[config.mk]
export PLATFORM = sky130hd
export DESIGN_NAME = dmem_axi_responder
export DESIGN_NICKNAME = d
export VERILOG_FILES = /design/src/rtl/cpu_axi_pkg.sv /design/src/rtl/dmem_axi_responder.sv
export SDC_FILE = /design/constraint.sdc
export NUM_CORES = 1
export LEC_CHECK = 0
export ABC_AREA = 1
export CAP_MARGIN = 25
export CORE_MARGIN = 2
export CORE_UTILIZATION = 30
export CTS_BUF_LIST = sky130_fd_sc_hd__clkbuf_4 sky130_fd_sc_hd__clkbuf_8 sky130_fd_sc_hd__clkbuf_16
export DETAILED_ROUTE_END_ITERATION = 7
export PLACE_DENSITY_LB_ADDON = 0.05
export SLEW_MARGIN = 20
export SYNTH_ARGS = -nofsm -noshare
export SYNTH_HDL_FRONTEND = slang
export SYNTH_SLANG_ARGS = --single-unit
[constraint.sdc]
create_clock -name clk -period 3.6 [get_ports clk]
set_input_delay 0.54 -clock clk [delete_from_list [all_inputs] [get_ports clk]]
set_output_delay 0.54 -clock clk [all_outputs]
set_load 0.02 [all_outputs]
[src/rtl/cpu_axi_pkg.sv]
// Shared AXI4 field encodings and the data-memory responder state encoding.
package cpu_axi_pkg;

    localparam logic [1:0] AXI_BURST_INCR  = 2'b01;
    localparam logic [2:0] AXI_SIZE_WORD   = 3'b010;
    localparam logic [1:0] AXI_RESP_OKAY   = 2'b00;
    localparam logic [1:0] AXI_RESP_SLVERR = 2'b10;

    typedef enum logic [2:0] {
        RSP_IDLE,
        RSP_AR,
        RSP_R,
        RSP_AW_W,
        RSP_B,
        RSP_DONE,
        RSP_DRAIN
    } rsp_state_e;

endpackage

[src/rtl/dmem_axi_responder.sv]
// Turns each held MEM-stage data request into one single-beat AXI4 read or write,
// holding the completion until MEM consumes it or withdraws the request.
module dmem_axi_responder
    import cpu_axi_pkg::*;
#(
    parameter logic [3:0] AXI_ID = 4'd1,
    parameter int         ADDR_W = 32,
    parameter int         DATA_W = 32
) (
    input  logic                  clk,
    input  logic                  reset,
    // MEM-stage request side
    input  logic                  en,
    input  logic                  we,
    input  logic [ADDR_W-1:0]     addr,
    input  logic [DATA_W/8-1:0]   wmask,
    input  logic [DATA_W-1:0]     wdata,
    input  logic                  mem_fire,
    output logic [DATA_W-1:0]     rdata,
    output logic                  rdata_valid,
    output logic                  write_finish,
    output logic                  bus_err,
    // AXI read address
    output logic [3:0]            arid,
    output logic [ADDR_W-1:0]     araddr,
    output logic [7:0]            arlen,
    output logic [2:0]            arsize,
    output logic [1:0]            arburst,
    output logic                  arvalid,
    input  logic                  arready,
    // AXI read data
    input  logic [3:0]            rid,
    input  logic [DATA_W-1:0]     rdata_i,
    input  logic [1:0]            rresp,
    input  logic                  rlast,
    input  logic                  rvalid,
    output logic                  rready,
    // AXI write address
    output logic [3:0]            awid,
    output logic [ADDR_W-1:0]     awaddr,
    output logic [7:0]            awlen,
    output logic [2:0]            awsize,
    output logic [1:0]            awburst,
    output logic                  awvalid,
    input  logic                  awready,
    // AXI write data
    output logic [DATA_W-1:0]     wdata_o,
    output logic [DATA_W/8-1:0]   wstrb,
    output logic                  wlast,
    output logic                  wvalid,
    input  logic                  wready,
    // AXI write response
    input  logic [3:0]            bid,
    input  logic [1:0]            bresp,
    input  logic                  bvalid,
    output logic                  bready
);

    rsp_state_e state_reg;
    logic       aw_done_reg;
    logic       w_done_reg;
    logic       abandoned_reg;

    logic       aw_hs;
    logic       w_hs;
    logic       aw_all;
    logic       w_all;
    logic       drop_now;

    // Single-beat transactions: only one outstanding ID and always the last beat.
    logic       unused_axi_fields;
    assign unused_axi_fields = ^{rid, rlast, bid};

    assign arid    = AXI_ID;
    assign awid    = AXI_ID;
    assign arlen   = 8'd0;
    assign awlen   = 8'd0;
    assign arsize  = AXI_SIZE_WORD;
    assign awsize  = AXI_SIZE_WORD;
    assign arburst = AXI_BURST_INCR;
    assign awburst = AXI_BURST_INCR;
    assign wlast   = 1'b1;

    assign aw_hs    = awvalid & awready;
    assign w_hs     = wvalid & wready;
    assign aw_all   = aw_done_reg | aw_hs;
    assign w_all    = w_done_reg | w_hs;
    assign drop_now = abandoned_reg | ~en;

    always_ff @(posedge clk) begin
        if (reset) begin
            state_reg     <= RSP_IDLE;
            aw_done_reg   <= 1'b0;
            w_done_reg    <= 1'b0;
            abandoned_reg <= 1'b0;
            rdata         <= '0;
            rdata_valid   <= 1'b0;
            write_finish  <= 1'b0;
            bus_err       <= 1'b0;
            araddr        <= '0;
            arvalid       <= 1'b0;
            rready        <= 1'b0;
            awaddr        <= '0;
            awvalid       <= 1'b0;
            wdata_o       <= '0;
            wstrb         <= '0;
            wvalid        <= 1'b0;
            bready        <= 1'b0;
        end else begin
            case (state_reg)
                RSP_IDLE: begin
                    abandoned_reg <= 1'b0;
                    if (en) begin
                        if (we) begin
                            awaddr      <= addr;
                            wdata_o     <= wdata;
                            wstrb       <= wmask;
                            awvalid     <= 1'b1;
                            wvalid      <= 1'b1;
                            aw_done_reg <= 1'b0;
                            w_done_reg  <= 1'b0;
                            state_reg   <= RSP_AW_W;
                        end else begin
                            araddr    <= addr;
                            arvalid   <= 1'b1;
                            state_reg <= RSP_AR;
                        end
                    end
                end
                // Once issued, a transaction always runs to completion; a withdrawn
                // request only suppresses the completion pulse.
                RSP_AR: begin
                    if (!en)
                        abandoned_reg <= 1'b1;
                    if (arready) begin
                        arvalid   <= 1'b0;
                        rready    <= 1'b1;
                        state_reg <= RSP_R;
                    end
                end
                RSP_R: begin
                    if (rvalid) begin
                        rready        <= 1'b0;
                        abandoned_reg <= 1'b0;
                        if (drop_now) begin
                            state_reg <= RSP_IDLE;
                        end else begin
                            rdata       <= rdata_i;
                            bus_err     <= (rresp != AXI_RESP_OKAY);
                            rdata_valid <= 1'b1;
                            state_reg   <= RSP_DONE;
                        end
                    end else if (!en) begin
                        abandoned_reg <= 1'b1;
                    end
                end
                RSP_AW_W: begin
                    if (!en)
                        abandoned_reg <= 1'b1;
                    if (aw_hs)
                        awvalid <= 1'b0;
                    if (w_hs)
                        wvalid <= 1'b0;
                    aw_done_reg <= aw_all;
                    w_done_reg  <= w_all;
                    if (aw_all && w_all) begin
                        bready    <= 1'b1;
                        state_reg <= RSP_B;
                    end
                end
                RSP_B: begin
                    if (bvalid) begin
                        bready        <= 1'b0;
                        abandoned_reg <= 1'b0;
                        if (drop_now) begin
                            state_reg <= RSP_IDLE;
                        end else begin
                            bus_err      <= (bresp != AXI_RESP_OKAY);
                            write_finish <= 1'b1;
                            state_reg    <= RSP_DONE;
                        end
                    end else if (!en) begin
                        abandoned_reg <= 1'b1;
                    end
                end
                RSP_DONE: begin
                    if (mem_fire || !en) begin
                        rdata_valid  <= 1'b0;
                        write_finish <= 1'b0;
                        bus_err      <= 1'b0;
                        state_reg    <= RSP_IDLE;
                    end
                end
                default: begin
                    state_reg <= RSP_IDLE;
                end
            endcase
        end
    end

endmodule

==> results_dict.tcl <==
set metrics [dict create \
    cts.sinks 146 \
    drive_above_1_share_pct 5.215 \
    fmax_mhz 450.9 \
    place_ws_ns 0.9491 \
    rsz0062_at_grt "false" \
    p_int_mw 4.027 \
    start_util_pct 30.32 \
    cap_violations 0 \
    remaining_drc_errors 0 \
    core_mm2 0.01858 \
    final_nets 1088 \
    clockRootBuffer "clkbuf_16" \
    routabilityCongestion 0.7659 \
    die_h_um 141.0 \
    crit_buf_inv 3 \
    clk_path_buf_depth 2 \
    fp-row-count 50 \
    period_needed_ns 2.218 \
    max_stage_delay_ns 0.61 \
    portBuffers 253 \
    ys_ff_latch 146 \
    cp.arrival_ns 2.57 \
    grt_pass1_vias 4744 \
    wl_per_cell_um 13.82 \
    die_w_um 141.0 \
    syn2layout_area_growth_pct 57.13 \
    tritoncts "done" \
    fin_total_pwr_mw 5.893 \
    setup_ws_ns 1.382 \
    ys_seq_area_share_pct 51.89 \
    n_antenna_cell 0 \
    finalHoldViolCount 0 \
    swShare_pct 31.65 \
    yosysUniqueCellTypes 24 \
    crit_required_ns 3.95 \
    slew_headroom_pct 48.37 \
    path_max_fanout 32 \
    crit_path_cell_trace "clkdlybuf4s50_1 > inv_2 > nor2_2 > nand4_2 > inv_2 > nor2_1 > nor2_1" \
    path_class "in2reg" \
    insertion_delay_ns 0.41 \
    p_switching_mw 1.865 \
    seqPwrFrac_pct 35.3 \
    synth_cells 730 \
    cellLeakagePower_nw 3.433 \
    antenna_found_initial 0 \
    worst_setup_path_start_kind "primary input" \
    clk_pin_slew_ns 0.06 \
    die-area_mm2 0.01989 \
    numCtsBuffers 17 \
    finalClockSkew_ns 0.006479 \
    clock_power_share_pct 34.3 \
    vias 5163 \
    fin_setup_tns_ns 0 \
    grt_max_degree 86 \
    path_delay_family "buffers and inverters" \
    hold_class "reg2reg" \
    fin_crit_sh_pct 61.60 \
    grt.overflow.total 0 \
    p_comb_share_pct 30.4 \
    syn-cell-area_mm2 0.005633 \
    grtUsageTotal_pct 16.62 \
    maxSlewViolCount 0 \
    vias_per_cell 4.260 \
    outcome "completed" \
    cts_setup_buffers 0 \
    io_pins 298 \
    cts.hold.buffers_added 0 \
    routed_wl_um 16750 \
    end_kind "flip-flop" \
    ir_worst_vdd_v 0.0003256 \
    ys_warn_count 0 \
    worst_slew_pin_slew_ns 0.7745 \
    crit_path_top_delay_cell "inv_2" \
    htreeDepth 4 \
    hpwl_um 11590 \
    drt_iter0_markers 170 \
    final_antenna_net_count 0 \
    grt_pass1_wl_um 26020 \
    first_pass_iters 4 \
    cts-resized-gates 0 \
    final_util_pct 47.64 \
    finalSetupViolCount 0 \
    p_per_area_mw_per_mm2 665.8 \
    synth.avg_cell_area_um2 7.716 \
]
[Yosys cell counts]
| library cell | number | share of area [%] |
|---|---|---|
| nand3_1 | 8 | 0.71 |
| nand2_2 | 1 | 0.11 |
| nor2_1 | 145 | 9.7 |
| nor2_4 | 1 | 0.20 |
| conb_1 | 2 | 0.13 |
| o21ai_0 | 118 | 10 |
| clkbuf_1 | 20 | 1.3 |
| dfxtp_1 | 146 | 52 |
| a21oi_1 | 80 | 7.1 |
| inv_2 | 3 | 0.20 |
| buf_6 | 2 | 0.40 |
| nand3_2 | 1 | 0.18 |
| inv_1 | 84 | 5.6 |
| o21ai_1 | 23 | 2.0 |
| nor2_2 | 1 | 0.11 |
| o22ai_1 | 1 | 0.11 |
| buf_1 | 1 | 0.067 |
| nand2_1 | 33 | 2.2 |
| nand4_2 | 1 | 0.22 |
| buf_2 | 16 | 1.4 |
| nand4_1 | 1 | 0.11 |
| buf_4 | 40 | 5.3 |
| nor3_4 | 1 | 0.29 |
| nor3_1 | 1 | 0.089 |
[worst reg2reg max path: stages (launching register included)]
cell     delay (ns)
dfxtp_1        0.49
inv_1          0.15
nand2_2        0.14
inv_2          0.06
nand3_4        0.35
buf_4          0.49
o21ai_0        0.16
a21oi_1        0.15
[logic make-up after synthesis]
kind of cell	synth area share, %
other	0.1333
buffers and inverters	14.35
flip-flops	51.89
AO/OA/AOI/OAI	19.75
AND/OR/NAND/NOR	13.88
[placed cells by master, fill, tap and decap left out, drive strengths merged]
master,instances
clkdlybuf4s50,253
nor2,147
dfxtp,146
o21ai,141
inv,86
a21oi,80
conb,35
nand2,34
clkbuf,19
buf,9
nand3,9
bufinv,6
clkinv,5
clkinvlp,3
nand4,2
nor3,2
o22ai,1
[final timing paths]
check             cells past startpoint    startpoint  slack (ns)          end
hold reg to reg                       2   wdata_o[28]        0.44  wdata_o[28]
setup reg to reg                      7  state_reg[2]        1.55     wstrb[0]
hold / removal                        2   wdata_o[28]        0.44  wdata_o[28]
setup / recovery                      7            en        1.38    rdata[20]
[through the flow]
step	hold WS, ns	cell area [um^2]	cells
floorplan	0.4394	5757	763
global placement	0.4317	8177	1180
detailed placement	0.4359	8177	1180
CTS	0.4453	8851	1212
global route	0.4578	8851	1212
finish	0.4416	8851	1212
[per-layer routing]
layer | up-vias | share of wire (%) | track usage (%)
li1 | 2732 | - | -
met1 | 2248 | 45 | 20.78
met2 | 161 | 46 | 26.50
met3 | 22 | 7.5 | 5.707
met4 | 0 | 2.1 | 6.421
met5 | - | 0 | 0
[layout make-up]
| cell class | count | area, um^2 |
|---|---|---|
| fillers | 1888 | 9729 |
| flip-flops and latches | 146 | 2923 |
| repair buffers | 262 | 2600 |
| multi-input cells | 451 | 2033 |
| clock buffers | 19 | 440.4 |
| inverters | 87 | 327.8 |
| well taps | 234 | 292.8 |
| clock inverters | 13 | 234.0 |
[power groups by stage]
stage,sequential (mW),combinational [mW],clock [mW]
5_1_grt,2.12,1.96,2.15
2_1_floorplan,2.45,0.643,0
6_report,2.08,1.79,2.02
4_1_cts,2.08,1.82,2.08
3_3_place_gp,2.11,1.81,0
3_5_place_dp,2.12,1.81,0
(Power assumes the default switching activity.)
